**src/rtl/alu_share_arb.sv**
```systemverilog
// rtl/alu_share_arb.sv - two-requester arbiter sharing one ALU, valid/ready response return
module alu_share_arb #(
  parameter int WIDTH      = 32,
  parameter int FIXED_PRIO = 0
) (
  input  logic             clk,
  input  logic             rst,
  input  logic             req0_valid,
  output logic             req0_ready,
  input  logic [WIDTH-1:0] req0_a,
  input  logic [WIDTH-1:0] req0_b,
  input  logic [1:0]       req0_op,
  input  logic             req1_valid,
  output logic             req1_ready,
  input  logic [WIDTH-1:0] req1_a,
  input  logic [WIDTH-1:0] req1_b,
  input  logic [1:0]       req1_op,
  output logic             resp0_valid,
  input  logic             resp0_ready,
  output logic             resp1_valid,
  input  logic             resp1_ready,
  output logic [WIDTH-1:0] resp_data,
  output logic             resp_zero,
  output logic             resp_err,
  output logic [WIDTH-1:0] alu_a,
  output logic [WIDTH-1:0] alu_b,
  output logic [1:0]       alu_op,
  input  logic [WIDTH-1:0] alu_c,
  input  logic             alu_zero
);

  localparam logic [1:0] S_IDLE  = 2'd0;
  localparam logic [1:0] S_EXEC  = 2'd1;
  localparam logic [1:0] S_RESP  = 2'd2;
  localparam logic [1:0] OP_RSVD = 2'b01;

  logic [1:0]       r_state;
  logic             r_last_grant;
  logic             r_gnt;
  logic [WIDTH-1:0] r_alu_a;
  logic [WIDTH-1:0] r_alu_b;
  logic [1:0]       r_alu_op;
  logic [WIDTH-1:0] r_resp_data;
  logic             r_resp_zero;
  logic             r_resp_err;

  logic             w_pick1;
  logic             w_accept;
  logic             w_resp_hs;
  logic [WIDTH-1:0] w_a;
  logic [WIDTH-1:0] w_b;
  logic [1:0]       w_op;

  // On contention, round-robin hands the grant to whoever did not win last time.
  always_comb begin
    w_pick1 = 1'b0;
    if (req1_valid && !req0_valid) begin
      w_pick1 = 1'b1;
    end else if (req0_valid && req1_valid) begin
      w_pick1 = (FIXED_PRIO == 0) && !r_last_grant;
    end
  end

  assign w_accept  = (r_state == S_IDLE) && (req0_valid || req1_valid);
  assign w_a       = w_pick1 ? req1_a  : req0_a;
  assign w_b       = w_pick1 ? req1_b  : req0_b;
  assign w_op      = w_pick1 ? req1_op : req0_op;
  assign w_resp_hs = (r_state == S_RESP) && (r_gnt ? resp1_ready : resp0_ready);

  always_ff @(posedge clk) begin
    if (rst) begin
      r_state      <= S_IDLE;
      r_last_grant <= 1'b1;
      r_gnt        <= 1'b0;
      r_alu_a      <= '0;
      r_alu_b      <= '0;
      r_alu_op     <= 2'b00;
      r_resp_data  <= '0;
      r_resp_zero  <= 1'b0;
      r_resp_err   <= 1'b0;
    end else begin
      case (r_state)
        S_IDLE: begin
          if (w_accept) begin
            r_gnt        <= w_pick1;
            r_last_grant <= w_pick1;
            // Reserved opcode never reaches the ALU: it would return a stale result.
            if (w_op == OP_RSVD) begin
              r_resp_data <= '0;
              r_resp_zero <= 1'b0;
              r_resp_err  <= 1'b1;
              r_state     <= S_RESP;
            end else begin
              r_alu_a  <= w_a;
              r_alu_b  <= w_b;
              r_alu_op <= w_op;
              r_state  <= S_EXEC;
            end
          end
        end
        S_EXEC: begin
          r_resp_data <= alu_c;
          r_resp_zero <= alu_zero;
          r_resp_err  <= 1'b0;
          r_state     <= S_RESP;
        end
        S_RESP: begin
          if (w_resp_hs) begin
            r_state <= S_IDLE;
          end
        end
        default: r_state <= S_IDLE;
      endcase
    end
  end

  assign req0_ready  = w_accept && !w_pick1;
  assign req1_ready  = w_accept && w_pick1;
  assign resp0_valid = (r_state == S_RESP) && !r_gnt;
  assign resp1_valid = (r_state == S_RESP) && r_gnt;
  assign resp_data   = r_resp_data;
  assign resp_zero   = r_resp_zero;
  assign resp_err    = r_resp_err;
  assign alu_a       = r_alu_a;
  assign alu_b       = r_alu_b;
  assign alu_op      = r_alu_op;

endmodule

```
**config.mk**
```make
export PLATFORM = sky130hd
export DESIGN_NAME = alu_share_arb
export DESIGN_NICKNAME = d
export VERILOG_FILES = /design/src/rtl/alu_share_arb.sv
export SDC_FILE = /design/constraint.sdc
export NUM_CORES = 1
export LEC_CHECK = 0
export ABC_AREA = 1
export CAP_MARGIN = 15
export CELL_PAD_IN_SITES_DETAIL_PLACEMENT = 0
export CELL_PAD_IN_SITES_GLOBAL_PLACEMENT = 1
export CORE_UTILIZATION = 25
export CTS_CLUSTER_SIZE = 24
export DETAILED_ROUTE_END_ITERATION = 10
export MAX_ROUTING_LAYER = met4
export PLACE_DENSITY_LB_ADDON = 0.1
export SLEW_MARGIN = 40
export SYNTH_ARGS = -nofsm -noshare
export SYNTH_HDL_FRONTEND = slang
export SYNTH_SLANG_ARGS = --single-unit
```
**constraint.sdc**
```tcl
create_clock -name clk -period 2 [get_ports clk]
set_clock_uncertainty 0.2 [all_clocks]
set_input_delay 0.4 -clock clk [delete_from_list [all_inputs] [get_ports clk]]
set_output_delay 0.4 -clock clk [all_outputs]
set_load 0.03 [all_outputs]
```
After elaboration in Yosys (flattened, before gate mapping):

Index checks and enable logic that the tools add are counted.

* equality and inequality tests: 6
* multiplexer cells: 19
* bitwise gates (word level): 1
* reductions and logical operators: 19

Operators with widths (count)
* 32-bit two-way mux: 4
* 32-bit one-hot mux with 2 select lines: 1
* 1-bit logical AND: 8
* 2-bit two-way mux: 4
* 1-bit two-way mux: 7
* 2-bit one-hot mux with 3 select lines: 1
* 3-bit AND reduction: 2
* 2-bit by 1-bit equality test with 1-bit output (second input constant): 2
* 1-bit zero test: 4
* 2-bit inequality test (second input constant): 2
* 1-bit one-hot mux with 2 select lines: 2
* 2-bit AND reduction: 2
* 2-bit equality test (second input constant): 1
* 2-bit zero test: 1
* 2-bit by 1-bit inequality test with 1-bit output (second input constant): 1
* 2-bit nonzero test: 1
* 1-bit logical OR: 1
* 1-bit NOT: 1

* register bits: 104
* bits of input ports: 171
* output and inout bits: 104
* logic and storage cells: 54

Logic depth before layout (Yosys ltp):

Gate-level depths: netlist of run 1.

* word-level depth: 8
* mapped depth: 10
* mapped depth without buffers: 8

Worst setup path after synthesis of run 1:

No wires, ideal clock.

* path type: input -> output
* start point: input port req0_valid
* end point: output port req0_ready
* arrival: 1229 ps
* slack: 171 ps
* stages: 5
* buffers on the path: 1
* path through: nand2_1 > nand2_2 > inv_1 > clkbuf_1 > nor2_1

* longest elaborated chain between the ends: 5
* elaborated cells between the ends (all ways): 9
* those cells by class: 2 x mux; 7 x reduce/logical

RTL lines
* from (decl): line 8 `input logic req0_valid,`
* 1-bit logical AND or 1-bit zero test (tied branches): line 59, 57
* 1-bit two-way mux or 1-bit logical AND (tied branches): line 59, 57
* 1-bit two-way mux: line 57 `if (req1_valid && !req0_valid) begin`
* 1-bit zero test: line 117 `assign req0_ready = w_accept && !w_pick1;`
* 1-bit logical AND *: line 117
* to (decl): line 9 `output logic req0_ready,`

Mark *: on every way between the ends. The rest lies on a longest branch, timed or not.

Final worst setup path of run 1:

* start point: register r_resp_data[7], in the netlist resp_data[7]
* end point: output port resp_data[7]

RTL lines
* from (decl): line 43 `logic [WIDTH-1:0] r_resp_data;`
* from (signal assigned): line 102 `r_resp_data <= alu_c;`
* to (decl): line 22 `output logic [WIDTH-1:0] resp_data,`

No word-level cell between the ends.

==> flow_metrics.env, run 1 <==
export IMPL_status="finished with violations"
export IMPL_violations="design-rule violations"
export IMPL_final_hold_viol_count=0
export IMPL_maxCapViolCount=0
export IMPL_crit_chain="clkdlybuf4s50_1"
export IMPL_antenna_left=0
export IMPL_synth_xor_area_frac=0
export IMPL_ir_worst_vdd_mv=0.4021
export IMPL_io_pins=275
export IMPL_routedWlPerCell_um=14.45
export IMPL_async_flop_share=0
export IMPL_yosysTopAreaCell="dfxtp_1"
export IMPL_fin_crit_sh=0.9846
export IMPL_dp_cells=1168
export IMPL_synthSimpleGateAreaFrac=0.3649
export IMPL_synth_seq_cells=104
export IMPL_die_y_um=138.5
export IMPL_layout_drive_gt1_share=0.06688
export IMPL_dieWidth_um=138.5
export IMPL_numCtsBuffers=9
export IMPL_core_area_um2=18090
export IMPL_synth_edf_count=0
export IMPL_setup_viol=0
export IMPL_grtUsageMet2=0.3070
export IMPL_arrival_ns=1.37
export IMPL_worst_pin_slew_ns=0.4504
export IMPL_cp_slowest_cell="clkdlybuf4s50_1"
export IMPL_clkTransAtPathRegs_ns=0.07
export IMPL_overflow=0
export IMPL_grt_util_met3=0.04157
export IMPL_clockBufferDepth=2
export IMPL_synthesis_nets=861
export IMPL_grt_max_degree=45
export IMPL_path_depth=1
export IMPL_root_buffer="clkbuf_16"
export IMPL_ys_top_cells_by_area="dfxtp_1 (45%), nand2_1 (25%), a21oi_1 (11%)"
export IMPL_place_congestion=0.7558
export IMPL_cts_sinks=104
export IMPL_seq_area_frac_synth=0.4471
export IMPL_stdcell_count=1186
export IMPL_period_minus_slack_ns=1.969
export IMPL_synth_compound_area_share=0.1123
export IMPL_routed_wl_um=17130
export IMPL_grt_use_total=0.1844
export IMPL_ys_warn_count=0
export IMPL_grt_pass1_wl_um=27180
export IMPL_grt_pass1_vias=5242
export IMPL_fmax_ghz=0.5078
export IMPL_netlist_area_leader_share=0.4471
export IMPL_area_delta_synth_final_pct=73.99
export IMPL_grt_met1_usage=0.2156
export IMPL_rsz0062_at_grt="no"
export IMPL_dp_hpwl_um=12570
export IMPL_drtIter0Drc=272
export IMPL_start_util=0.2575
export IMPL_clock_latency_ns=0.35
export IMPL_drtPass1Iterations=8
export IMPL_p_leak_nw=4.242
export IMPL_rows=49
export IMPL_dp_slack_ns=-0.3018
export IMPL_diodes=0
export IMPL_synth_cells=690
export IMPL_worstSetupPathType="register to primary output"
export IMPL_final_setup_worst_slack_ns=0.03077
export IMPL_final_cell_mix="nand2_1 (303), clkdlybuf4s50_1 (179), dfxtp_1 (103)"
export IMPL_ys_flop_type="dfxtp_1"
export IMPL_crit_path_max_fanout=2
export IMPL_drc=34
export IMPL_slew_headroom=0.6979
export IMPL_cpLargestDelayFamily="buffers and inverters"
export IMPL_synth_adder_area_share=0
export IMPL_netlist_area_um2=4657
export IMPL_die_area_um2=19180
export IMPL_start_kind="register"
export IMPL_via_count=5347
export IMPL_min_path_type="input pin to register"
export IMPL_grt_busiest_layer="met2"
export IMPL_numPortBuffers=274
export IMPL_end_kind="primary output"
export IMPL_tritoncts="done"
export IMPL_synth_top_family_by_area="simple AND/OR/NAND/NOR gates"
export IMPL_muxShareOfSynthArea=0
export IMPL_final_common_cell="nand2_1"
export IMPL_nets=1123
export IMPL_viasPerCell=4.508
export IMPL_slew_violations=0
export IMPL_required_ns=1.40
export IMPL_htreeDepth=3
export IMPL_tns_ns=0
export IMPL_holdPathStages=2
export IMPL_slowest_delay_ns=0.68
export IMPL_critPathBufInv=1
export IMPL_synth_distinct_cells=17
export IMPL_ff2ff_path_depth=7
export IMPL_powerDensity_nw_per_um2=768.3
export IMPL_antenna_found_initial=0
export IMPL_synth_avg_cell_area_um2=6.749
sequential cells by signal (all words and copies together) (netlist names):
register	cells
r_gnt	1
alu_b	32
r_last_grant	1
resp_err	1
alu_a	32
resp_data	32
resp_zero	1
r_state	2
alu_op	2
area by class of cell:
type | count | area [um^2]
Clock inverter | 7 | 56.30
Multi-Input combinational cell | 520 | 2237
Sequential cell | 104 | 2083
Fill cell | 1817 | 9983
Inverter | 11 | 41.29
Timing Repair Buffer | 306 | 3173
Clock buffer | 9 | 225.2
Tap cell | 229 | 286.5
per-stage QoR:
| step | hold slack (ns) | util | instance area, um^2 | total power, mW |
|---|---|---|---|---|
| floorplan | 0.2333 | - | 4657 | 3.627 |
| global placement | 0.2448 | 0.4270 | 7722 | 4.655 |
| detailed placement | 0.2464 | 0.4270 | 7722 | 4.677 |
| CTS | 0.2080 | 0.4412 | 7979 | 6.346 |
| global route | 0.2268 | 0.4480 | 8103 | 6.595 |
| finish | 0.2262 | 0.4480 | 8103 | 6.225 |
path summary, 6_finish.rpt:
kind | start | end | slack [ns]
hold reg to reg | alu_op[0] | alu_op[0] | 0.25
hold / removal | rst | alu_b[16] | 0.23
setup / recovery | resp_data[7] | resp_data[7] | 0.03
setup reg to reg | r_state[0] | resp_data[25] | 0.19
synthesized netlist by cell type (2+ instances only):
cell type / count
nand2_1: 305
dfxtp_1: 104
a21oi_1: 100
nand3_1: 99
clkbuf_1: 21
buf_2: 18
buf_4: 10
inv_1: 9
nor2_1: 7
buf_6: 6
nand2_2: 2
nor2_2: 2
o21ai_0: 2
o22ai_1: 2
where the power goes:
group | switching, mW | internal (mW) | leakage [nW]
Clock | 0.826 | 0.853 | 0.124
Sequential | 0.105 | 2.28 | 0.852
Combinational | 1.22 | 0.937 | 3.27
repair_timing:
action | 4_1_cts | 5_1_grt
buffers inserted | 2 | 0
hold buffers | 0 | 0
setup endpoints to repair | 41 | 57
resized for setup | 44 | 57
pin swaps | 4 | 0
kinds of logic after synthesis:
logic type | Yosys count
simple gates | 416
compound gates | 104
buf+inv | 66
flops | 104
routing by layer:
| layer | wire length, um | vias to the layer above |
|---|---|---|
| met3 | 1157 | 30 |
| met5 | 0 | - |
| met4 | 479 | 0 |
| met2 | 8079 | 191 |
| met1 | 7415 | 2375 |
| li1 | - | 2751 |
(Power assumes the default switching activity.)
==> run 2: changes to the inputs <==
==> constraint.sdc (replaced) <==
create_clock -name clk -period 2 [get_ports clk]
set_clock_uncertainty 0.2 [all_clocks]
set_input_delay 0.2 -clock clk [delete_from_list [all_inputs] [get_ports clk]]
set_output_delay 0.2 -clock clk [all_outputs]
set_load 0.03 [all_outputs]
==> flow_metrics.env, run 2 (synthesis results as in run 1) <==
export IMPL_setup_viol=0
export IMPL_io_pins=275
export IMPL_status="finished with violations"
export IMPL_final_common_cell="nand2_1"
export IMPL_worstSetupPathType="register to primary output"
export IMPL_min_path_type="input pin to register"
export IMPL_grt_use_total=0.1824
export IMPL_tns_ns=0
export IMPL_regArea_um2=2082
export IMPL_nets=1119
export IMPL_grt_max_degree=45
export IMPL_final_util=0.4427
export IMPL_fmax_ghz=0.5275
export IMPL_p_leak_nw=3.229
export IMPL_finalInstanceArea_um2=8006
export IMPL_drc=34
export IMPL_crit_path_max_fanout=21
export IMPL_dp_slack_ns=-0.08185
export IMPL_nFillCells=1787
export IMPL_ir_worst_vdd_mv=0.3892
export IMPL_fin_crit_sh=0.9478
export IMPL_die_y_um=138.5
export IMPL_dp_hpwl_um=12700
export IMPL_finalPower_mw=6.339
export IMPL_numPortBuffers=274
export IMPL_numCtsBuffers=9
export IMPL_worst_pin_slew_ns=0.4789
export IMPL_slew_headroom=0.6788
export IMPL_required_ns=1.60
export IMPL_rsz0062_at_grt="no"
export IMPL_pwr_share_seq=0.377
export IMPL_power_frac_clock=0.273
export IMPL_start_util=0.2575
export IMPL_powerDensity_nw_per_um2=791.8
export IMPL_cts_sinks=104
export IMPL_multi_input_area_um2=2232
export IMPL_cts_hold_buf=0
export IMPL_via_count=5297
export IMPL_grt_pass1_wl_um=26930
export IMPL_die_area_um2=19180
export IMPL_clkTransAtPathRegs_ns=0.07
export IMPL_place_congestion=0.7981
export IMPL_end_kind="primary output"
export IMPL_overflow=0
export IMPL_arrival_ns=1.50
export IMPL_drtIter0Drc=272
export IMPL_swShare=0.3367
export IMPL_tritoncts="done"
export IMPL_clockBufferDepth=2
export IMPL_period_minus_slack_ns=1.896
export IMPL_grt_pass1_vias=5201
export IMPL_post_dp_cell_area_um2=7707
export IMPL_htreeDepth=3
export IMPL_clock_latency_ns=0.35
export IMPL_routedWlPerCell_um=14.32
export IMPL_antenna_found_initial=0
export IMPL_start_kind="register"
export IMPL_final_setup_worst_slack_ns=0.1044
export IMPL_final_hold_viol_count=0
export IMPL_area_delta_synth_final_pct=71.92
export IMPL_maxCapViolCount=0
export IMPL_core_area_um2=18090
export IMPL_p_switching_mw=2.135
export IMPL_antenna_left=0
export IMPL_violations="design-rule violations"
export IMPL_intPower_mw=4.205
export IMPL_final_cell_mix="nand2_1 (303), clkdlybuf4s50_1 (269), dfxtp_1 (104)"
export IMPL_drtPass1Iterations=8
export IMPL_diodes=0
export IMPL_viasPerCell=4.481
export IMPL_layout_drive_gt1_share=0.05981
export IMPL_rows=49
export IMPL_routed_wl_um=16930
export IMPL_root_buffer="clkbuf_16"
export IMPL_slew_violations=0
export IMPL_p_comb_frac=0.350
export IMPL_post_cts_buffers=0
export IMPL_dieWidth_um=138.5
[run 2: power by group through the flow]
stage | Clock, mW | Combinational (mW) | Sequential [mW]
floorplan | 0 | 0.811 | 2.82
global placement | 0 | 2.22 | 2.44
detailed placement | 0 | 2.24 | 2.44
CTS | 1.80 | 2.24 | 2.39
global route | 1.88 | 2.40 | 2.42
finish | 1.73 | 2.22 | 2.39
[run 2: metrics by stage]
step | std cells | hold WS [ns]
after floorplan | 690 | 0.1474
after global placement | 1166 | 0.2457
after detailed placement | 1166 | 0.2507
after CTS | 1182 | 0.07210
after global routing | 1182 | 0.09550
final | 1182 | 0.08513
[run 2: path summary, 6_finish.rpt]
kind	slack (ns)	cells past startpoint	end	startpoint
worst min register to register	0.25	2	alu_op[0]	alu_op[0]
worst min-delay path	0.09	2	r_state[0]	rst
worst max register to register	0.24	8	alu_b[7]	r_last_grant
worst max-delay path	0.10	6	req1_ready	r_last_grant
[run 2: what timing repair did]
action / in CTS / in global routing
setup endpoints to repair: 2 / 1
pin swaps: 0 / 0
gates resized for setup: 2 / 3
[run 2: routing by layer]
metal	routed length, um	global-route usage
met1	7462	0.2161
met2	8067	0.3048
met3	1087	0.04018
met4	311	0.06150
met5	0	-
[run 2: cell type report]
type / instances / area share
tap: 229 / 0.03579
multi-input combinational: 520 / 0.2788
clock inverter: 5 / 0.005001
inverter: 11 / 0.005157
timing repair buffer: 302 / 0.3837
sequential: 104 / 0.2600
clock buffer: 11 / 0.03157
[run 2: critical path, cell delays in order, from the launching register on]
cell     delay (ns)
dfxtp_1        0.34
nand2_1        0.10
nand2_2        0.09
buf_12         0.14
buf_6          0.16
nor2_2         0.14
buf_4          0.18
